File: src/rtl/aes_pkg.sv
// Shared AES definitions used by mix_columns_seq and its sub-modules.
//   mc_state_t   : MixColumns sequencer states
//   MC_*_COEF    : first matrix row for MixColumns / InvMixColumns, byte 0 in bits [31:24]
//   col_msb      : MSB bit index of column c in a 128-bit FIPS-197 state
//   byte_msb     : MSB bit index of byte r of column c in a 128-bit state
//   coef_byte    : byte i of a packed 4-byte coefficient row
package aes_pkg;

  typedef enum logic [1:0] {
    IDLE = 2'd0,
    CALC = 2'd1,
    DONE = 2'd2
  } mc_state_t;

  localparam logic [31:0] MC_FWD_COEF = 32'h02030101;
  localparam logic [31:0] MC_INV_COEF = 32'h0E0B0D09;

  function automatic logic [6:0] col_msb(input logic [1:0] c);
    return 7'd127 - {c, 5'd0};
  endfunction

  function automatic logic [6:0] byte_msb(input logic [1:0] c, input logic [1:0] r);
    return 7'd127 - {c, 5'd0} - {2'd0, r, 3'd0};
  endfunction

  function automatic logic [7:0] coef_byte(input logic [31:0] row, input int unsigned i);
    return row[31-8*i -: 8];
  endfunction

endpackage

File: src/rtl/gf_mult.sv
// GF(2^8) multiplier, reduction polynomial 0x11B, purely combinational.
//   a, b : operands
//   p    : product a*b
module gf_mult (
  input  logic [7:0] a,
  input  logic [7:0] b,
  output logic [7:0] p
);

  logic [7:0] acc;
  logic [7:0] sh;

  always_comb begin
    acc = '0;
    sh  = a;
    for (int unsigned i = 0; i < 8; i++) begin
      if (b[i]) acc = acc ^ sh;
      sh = sh[7] ? ({sh[6:0], 1'b0} ^ 8'h1B) : {sh[6:0], 1'b0};
    end
    p = acc;
  end

endmodule

File: src/rtl/mix_column_word.sv
// One AES column through the MixColumns (inv=0) or InvMixColumns (inv=1) matrix.
// Combinational; 16 GF multipliers with the coefficient selected by inv.
//   col_in  : input column, byte 0 in bits [31:24]
//   inv     : 0 = forward matrix, 1 = inverse matrix
//   col_out : transformed column, same byte order
module mix_column_word
  import aes_pkg::*;
(
  input  logic [31:0] col_in,
  input  logic        inv,
  output logic [31:0] col_out
);

  logic [7:0] prod [4][4];

  // Circulant matrix: row r uses the first row rotated right by r.
  for (genvar r = 0; r < 4; r++) begin : g_row
    for (genvar k = 0; k < 4; k++) begin : g_term
      localparam int unsigned CI = (k - r + 4) % 4;
      logic [7:0] coef;
      assign coef = inv ? coef_byte(MC_INV_COEF, CI) : coef_byte(MC_FWD_COEF, CI);
      gf_mult u_mul (
        .a (coef),
        .b (col_in[31-8*k -: 8]),
        .p (prod[r][k])
      );
    end
  end

  always_comb begin
    col_out = '0;
    for (int unsigned r = 0; r < 4; r++) begin
      col_out[31-8*r -: 8] = prod[r][0] ^ prod[r][1] ^ prod[r][2] ^ prod[r][3];
    end
  end

endmodule

File: src/rtl/mix_columns_seq.sv
// Sequential AES MixColumns / InvMixColumns: one 128-bit state per handshake,
// one column per clock, result held under valid/ready.
//   clk, rst_n           : clock, asynchronous active-low reset
//   in_valid/in_ready    : input handshake for in_state / in_inv
//   in_state             : FIPS-197 byte order state (byte 0 = bits [127:120])
//   in_inv               : 0 = MixColumns, 1 = InvMixColumns (sampled at acceptance)
//   out_valid/out_ready  : output handshake for out_state
//   out_state            : transformed state, registered
module mix_columns_seq
  import aes_pkg::*;
#(
  parameter int unsigned NCOL = 4
) (
  input  logic         clk,
  input  logic         rst_n,
  input  logic         in_valid,
  output logic         in_ready,
  input  logic [127:0] in_state,
  input  logic         in_inv,
  output logic         out_valid,
  input  logic         out_ready,
  output logic [127:0] out_state
);

  mc_state_t    state;
  mc_state_t    state_nxt;
  logic [1:0]   col;
  logic [127:0] work;
  logic         inv_q;
  logic         accept;
  logic [31:0]  col_cur;
  logic [31:0]  col_mix;

  always_ff @(posedge clk or negedge rst_n) begin
    if (!rst_n) state <= IDLE;
    else        state <= state_nxt;
  end

  always_comb begin
    state_nxt = IDLE;
    case (state)
      IDLE:    state_nxt = in_valid ? CALC : IDLE;
      CALC:    state_nxt = (col == 2'(NCOL - 1)) ? DONE : CALC;
      DONE:    state_nxt = out_ready ? IDLE : DONE;
      default: state_nxt = IDLE;
    endcase
  end

  always_comb begin
    in_ready  = (state == IDLE);
    out_valid = (state == DONE);
    out_state = work;
  end

  assign accept = in_valid && (state == IDLE);

  assign col_cur = work[col_msb(col) -: 32];

  mix_column_word u_mcw (
    .col_in  (col_cur),
    .inv     (inv_q),
    .col_out (col_mix)
  );

  // col wraps 3->0 on the last CALC edge, leaving it ready for the next state.
  always_ff @(posedge clk or negedge rst_n) begin
    if (!rst_n) begin
      col   <= '0;
      work  <= '0;
      inv_q <= 1'b0;
    end else if (accept) begin
      col   <= '0;
      work  <= in_state;
      inv_q <= in_inv;
    end else if (state == CALC) begin
      work[col_msb(col) -: 32] <= col_mix;
      col                      <= col + 2'd1;
    end
  end

endmodule

File: config.mk
export PLATFORM = sky130hd
export DESIGN_NAME = mix_columns_seq
export DESIGN_NICKNAME = d
export VERILOG_FILES = /design/src/rtl/aes_pkg.sv /design/src/rtl/gf_mult.sv /design/src/rtl/mix_column_word.sv /design/src/rtl/mix_columns_seq.sv
export SDC_FILE = /design/constraint.sdc
export NUM_CORES = 1
export LEC_CHECK = 0
export ABC_AREA = 1
export CORE_ASPECT_RATIO = 1.25
export CORE_MARGIN = 5
export CORE_UTILIZATION = 45
export DETAILED_ROUTE_END_ITERATION = 8
export GPL_TIMING_DRIVEN = 1
export PLACE_DENSITY = 0.68
export SLEW_MARGIN = 10
export SYNTH_ARGS = -nofsm -noshare
export SYNTH_HDL_FRONTEND = slang
export SYNTH_SLANG_ARGS = --single-unit
File: constraint.sdc
create_clock -name clk -period 3.4 [get_ports clk]
set_input_delay 0.68 -clock clk [delete_from_list [all_inputs] [get_ports clk]]
set_output_delay 0.68 -clock clk [all_outputs]
set_load 0.01 [all_outputs]
Word-level counts from Yosys, hierarchy flattened
Index checks and enable logic that the tools add are counted.
{"block": "classes", "addsub": 3, "n_mux": 169, "n_shift": 3, "div_mod_pow": 0, "bitwise": 152, "multipliers": 0, "n_lt_le_gt_ge": 0, "n_reduce_logical": 3, "eq_ne": 3}
{"cell": "$mux 8", "count": 118}
{"cell": "$xor 8x8->8", "count": 76}
{"cell": "$mux 128", "count": 2}
{"cell": "$shift 32x9->159 const A", "count": 1}
{"cell": "$shiftx 159x8->32", "count": 1}
{"cell": "$shiftx 32x9->159", "count": 1}
{"cell": "$mux 5", "count": 28}
{"cell": "$bwmux 128", "count": 1}
{"cell": "$xor 8x6->8", "count": 16}
{"cell": "$xor 8x7->8", "count": 16}
{"cell": "$not 4->4", "count": 28}
{"cell": "$mux 4", "count": 14}
{"cell": "$xor 4x5->5", "count": 10}
{"cell": "$xor 8x5->8", "count": 6}
{"cell": "$neg 7->9", "count": 1}
{"cell": "$mux 2", "count": 4}
{"cell": "$sub 7x7->7 const A", "count": 1}
{"cell": "$pmux 2 s3", "count": 1}
{"cell": "$eq 2x2->1 const B", "count": 2}
{"cell": "$add 2x1->2 const B", "count": 1}
{"cell": "$eq 2x1->1 const B", "count": 1}
{"cell": "$logic_not 2->1", "count": 1}
{"cell": "$reduce_bool 2->1", "count": 1}
{"cell": "$logic_and 1x1->1", "count": 1}
{"cell": "$mux 1", "count": 1}
{"block": "totals", "output_inout_bits": 130, "in_bits": 133, "regBits": 133, "mem_bits_ro": 0, "ram_bits": 0, "memories": 0, "elab_cells": 337, "latchBits": 0}

Logic depth before layout (Yosys ltp)
{"block": "depth", "depth_word": 24, "depth_mapped": 24, "depth_no_buf": 21}

Hierarchy
A second synthesis with hierarchy kept.
{"block": "hier_totals", "hier_cells": 6923, "area_unflattened_um2": 37553.5}
{"module": "gf_mult", "area_each_um2": 1664.1, "cells_per_inst": 319, "instances": 16, "seq_area_each_um2": 0.0}
{"module": "mix_columns_seq", "area_each_um2": 8878.5, "cells_per_inst": 1337, "instances": 1, "seq_area_each_um2": 3328.2}
{"module": "mix_column_word", "area_each_um2": 2049.5, "cells_per_inst": 482, "instances": 1, "seq_area_each_um2": 0.0}

Least setup slack after synthesis
No wires, ideal clock.
{"block": "synth_path", "path_kind": "reg2reg", "start": "register inv_q", "end": "register work[38], in the netlist out_state[38]", "path_slack_ps": 961, "setup_ps": 118, "synth_period_minus_slack_ps": 2439, "required_time_ps": 3282, "stages_incl_launch_ff": 12, "path_buffers": 3, "arrival_time_ps": 2321, "path_cell_list": "dfrtp_1 -> buf_2 -> buf_2 -> buf_1 -> nand3_1 -> nand3b_1 -> nand2_1 -> inv_1 -> nand2_1 -> nand2_1 -> nand3_1 -> nand2_1"}
{"block": "synth_between", "elab_chain_len": 24, "word_cells_on_any_way": 292, "classes_between": "shift: 1; mux: 153; bitwise: 138"}
{"item": "start, declared", "line": "mix_columns_seq.sv:29", "rtl": "logic inv_q;"}
{"item": "start signal, assigned", "line": "mix_columns_seq.sv:74", "rtl": "inv_q <= in_inv;"}
{"item": "$mux 4", "line": "mix_column_word.sv:21", "rtl": "assign coef = inv ? coef_byte(MC_INV_COEF, CI) : coef_byte(MC_FWD_COEF, CI);"}
{"item": "$not 4->4 (no source line)"}
{"item": "$mux 5", "line": "gf_mult.sv:18", "rtl": "sh = sh[7] ? ({sh[6:0], 1'b0} ^ 8'h1B) : {sh[6:0], 1'b0};"}
{"item": "$xor 8x5->8 (tied with other cells)", "line": "gf_mult.sv:17", "rtl": "if (b[i]) acc = acc ^ sh;"}
{"item": "$mux 8 / $mux 5 (equally long branches)", "line": "gf_mult.sv:17, gf_mult.sv:18"}
{"item": "$xor 8x6->8", "line": "gf_mult.sv:17"}
{"item": "$mux 8", "line": "gf_mult.sv:17"}
{"item": "$xor 8x7->8", "line": "gf_mult.sv:17"}
{"item": "(+6 left out)"}
{"item": "$mux 8", "line": "gf_mult.sv:17"}
{"item": "$xor 8x8->8", "line": "gf_mult.sv:17"}
{"item": "$mux 8", "line": "gf_mult.sv:17"}
{"item": "$xor 8x8->8 (3 in series)", "line": "mix_column_word.sv:33", "rtl": "col_out[31-8*r -: 8] = prod[r][0] ^ prod[r][1] ^ prod[r][2] ^ prod[r][3];"}
{"item": "$shiftx 32x9->159 *", "line": "mix_columns_seq.sv:76", "rtl": "work[col_msb(col) -: 32] <= col_mix;"}
{"item": "$bwmux 128 *", "line": "mix_columns_seq.sv:76"}
{"item": "$mux 128 *", "line": "mix_columns_seq.sv:75", "rtl": "end else if (state == CALC) begin"}
{"item": "$mux 128 *", "line": "mix_columns_seq.sv:71", "rtl": "end else if (accept) begin"}
{"item": "end signal, assigned", "line": "mix_columns_seq.sv:73", "rtl": "work <= in_state;"}
{"item": "end signal, assigned by index", "line": "mix_columns_seq.sv:76"}
{"item": "end, declared", "line": "mix_columns_seq.sv:28", "rtl": "logic [127:0] work;"}
Every way passes the cells marked *; elsewhere a longest branch is shown, timed or not. The select of a mux whose other input is x is not followed.
A chain may end at the register's enable or synchronous reset.

Worst setup path in the final report
{"block": "layout_path", "start": "register col[0]", "end": "register work[87], in the netlist out_state[87]"}
{"block": "layout_between", "elab_chain_len": 24, "word_cells_on_any_way": 260, "classes_between": "add/sub: 2; shift: 3; mux: 131; bitwise: 124"}
{"item": "start, declared", "line": "mix_columns_seq.sv:27", "rtl": "logic [1:0] col;"}
{"item": "start signal, assigned", "line": "mix_columns_seq.sv:77", "rtl": "col <= col + 2'd1;"}
{"item": "$sub 7x7->7 *", "line": "aes_pkg.sv:19", "rtl": "return 7'd127 - {c, 5'd0};"}
{"item": "$shiftx 159x8->32", "line": "mix_columns_seq.sv:57", "rtl": "assign col_cur = work[col_msb(col) -: 32];"}
{"item": "$mux 8 / $mux 4 (equally long branches)", "line": "gf_mult.sv:17"}
{"item": "$xor 8x5->8 / $xor 4x5->5 (equally long branches)", "line": "gf_mult.sv:17"}
{"item": "$mux 8", "line": "gf_mult.sv:17"}
{"item": "$xor 8x6->8", "line": "gf_mult.sv:17"}
{"item": "$mux 8", "line": "gf_mult.sv:17"}
{"item": "$xor 8x7->8", "line": "gf_mult.sv:17"}
{"item": "(+6 left out)"}
{"item": "$mux 8", "line": "gf_mult.sv:17"}
{"item": "$xor 8x8->8", "line": "gf_mult.sv:17"}
{"item": "$mux 8", "line": "gf_mult.sv:17"}
{"item": "$xor 8x8->8 (3 in series)", "line": "mix_column_word.sv:33"}
{"item": "$shiftx 32x9->159", "line": "mix_columns_seq.sv:76"}
{"item": "$bwmux 128 *", "line": "mix_columns_seq.sv:76"}
{"item": "$mux 128 *", "line": "mix_columns_seq.sv:75"}
{"item": "$mux 128 *", "line": "mix_columns_seq.sv:71"}
Marked as above.

==> flow_summary.yaml <==
grt:
  grtUsageTotal_pct: 37.01
  grt_max_degree: 132
  first_global_vias: 15999
  antenna_found_initial: 4
  grt_pass1_wl_um: 98010
  grt_overflow: 0
critical_path:
  critPathLaunchType: "register"
  path_buf_inv: 5
  cp.required_ps: 3760
  crit_path_end_kind: "register"
  cp_cell_sequence: "inv_8 -> buf_12 -> buf_4 -> nand2_1 -> nand3_1 -> nand2_1 -> nor2_2 -> inv_1 -> o22ai_1 -> buf_4 -> o21bai_1 -> nand2_1 -> nand2_1 -> nand3_1 -> o21bai_1"
  path_max_fanout: 23
  cp_slowest_cell: "dfrtp_4"
  critPathMostFrequentCell: "nand2_1"
  worstPathArrival_ps: 3590
  crit_type: "register to register"
  cpLargestDelayFamily: "simple AND/OR/NAND/NOR gates"
  cp_slowest_stage_delay_ps: 560
sta:
  post-route-period-util_pct: 94.81
  finClkSkew_ps: 9.995
  drv_slew: 0
  fin_crit_ps: 3223
  fin_tns_setup_ps: 0
  rsz0062_at_grt: "false"
  hold_violations: 0
  setup_viol: 0
  slew_headroom_pct: 42.31
  tightestPinTransition_ps: 864.4
  max_freq_ghz: 0.3102
clock_network:
  root_buffer: "clkbuf_16"
  clk_latency_ps: 440
  htreeDepth: 4
  post_cts_buffers: 0
  cts_hold_buf: 0
  clkSlewWorstSetupHoldPaths_ps: 60
  cts_tree: "yes"
  numCtsBuffers: 17
  cts_resized: 0
  clock_sinks: 133
  cts_buffer_depth: 2
synthesis:
  synth_cell_types: 41
  seq_area_frac_synth_pct: 23.83
  synth.most_common_cell: "nand2_1"
  synth_cells: 2444
  ys_seq_elements: 133
  yosys.area.top_type: "nand2_1"
  synth_nets: 2608
  synth_ff_type: "dfrtp_1"
  synthArstFlopShare_pct: 100.0
  syn_area_per_cell_um2: 5.715
  yosys-top-cells-count: "1,196 x nand2_1, 419 x nand3_1, 254 x inv_1"
  synth-edff-count: 0
  syn-cell-area_mm2: 0.01397
  netlist.area_leader.share_pct: 32.14
  synthTopCellsByArea: "nand2_1 32%, dfrtp_1 24%, nand3_1 15%"
  ys_warn_count: 0
route:
  viasPerCell: 5.566
  ant_nets: 0
  drtIter0Drc: 2066
  wl_per_cell_um: 21.07
  wirelength_um: 66070
  drt_first_pass_iters: 7
  drc: 0
  vias: 17455
die:
  design.portCount: 263
  die_h_um: 207.0
  dieArea_mm2: 0.03468
  die_w_um: 167.6
  core_mm2: 0.03081
  start_util_pct: 45.33
  placementRows: 72
finish:
  nets: 2877
  n_fill_cell: 3081
  drive_gt1_share_pct: 7.557
  syn_to_final_growth_pct: 28.57
  seq_area_mm2: 0.003334
  multi_input_area_mm2: 0.009121
placed_design:
  io_buffers: 262
  place.gp.congestion: 1.085
  dp_hpwl_um: 52740
job:
  maxCapViolations: 0
hold_path:
  hold_class: "input pin to async pin"
status:
  outcome: "finished, final reports clean"
-- per-layer routing --
| metal | up-vias | wire length [µm] | global-route usage, % |
|---|---|---|---|
| li1 | 8237 | - | - |
| met1 | 8044 | 26000 | 48.47 |
| met2 | 1015 | 30010 | 59.20 |
| met3 | 157 | 6187 | 5.429 |
| met4 | 2 | 3860 | 20.09 |
| met5 | - | 13 | 0 |
-- worst paths after layout --
path	from	endpoint	slack, ps	cells after the start
max reg2reg	col[0]$_DFFE_PN0P_	out_state[87]$_DFFE_PN0P_	180	15
min	rst_n	out_state[103]$_DFFE_PN0P_	210	1
min in group clk	out_state[48]$_DFFE_PN0P_	out_state[48]$_DFFE_PN0P_	580	2
min reg2reg	out_state[48]$_DFFE_PN0P_	out_state[48]$_DFFE_PN0P_	580	2
max in group asynchronous	rst_n	out_state[24]$_DFFE_PN0P_	2430	2
max	col[0]$_DFFE_PN0P_	out_state[87]$_DFFE_PN0P_	180	15
-- worst register-to-register path: cells and delay by family (launching register included) --
family,cells,cell delay [ps]
AND/OR/NAND/NOR,7,1040
flip-flops,1,560
buffers and inverters,5,920
AO/OA/AOI/OAI,3,640
-- cells by family (layout without fill, tap and decap cells) --
family,after synthesis,after routing,share of synthesized area (%)
AOI/OAI and AO/OA,45,45,2.060
xor gates and xnor gates,76,76,5.276
adders and majority gates,31,31,2.777
buffers and inverters,368,650,10.92
DFF,133,133,23.83
and+or+nand+nor,1791,1791,55.14
other,0,3,0
-- registers in the layout, indices dropped and copies added, names as in the netlist --
name / cells
out_state: 128
col: 2
inv_q: 1
state: 2
-- area by class of cell --
| type | count | share of cell area [%] |
|---|---|---|
| antenna | 3 | 0.04181 |
| clock buffer | 22 | 2.585 |
| clock inverter | 10 | 0.6828 |
| inverter | 272 | 5.741 |
| multi-input combinational | 1943 | 50.79 |
| sequential | 133 | 18.57 |
| tap | 407 | 2.836 |
| timing repair buffer | 346 | 18.75 |
-- placed cells by master, fill, tap and decap left out, drive strengths merged, types with 27 or more instances in the layout --
cell type and count:
nand2 1241, nand3 422, inv 273, clkdlybuf4s50 261, dfrtp 133, buf 85
nand4 76, xor2 49, ha 31, nor2 31, o21ai 30, xnor2 27
-- through the flow --
stage | setup slack [ps] | hold WS, ps | std cells | utilization, % | area (µm²)
after global routing | 43.42 | 247.4 | 3136 | 58.28 | 17960
after global placement | 272.1 | 572.5 | 3101 | 56.36 | 17360
after floorplan | 960.7 | 384.4 | 2444 | - | 13970
after CTS | 231.8 | 226.0 | 3133 | 58.26 | 17950
after detailed placement | 248.8 | 567.1 | 3101 | 56.36 | 17360
final | 176.5 | 205.1 | 3136 | 58.28 | 17960
Power is left out: the tool's default activity adds up to more than one toggle a clock period on the data nets, which glitch-free logic cannot reach.
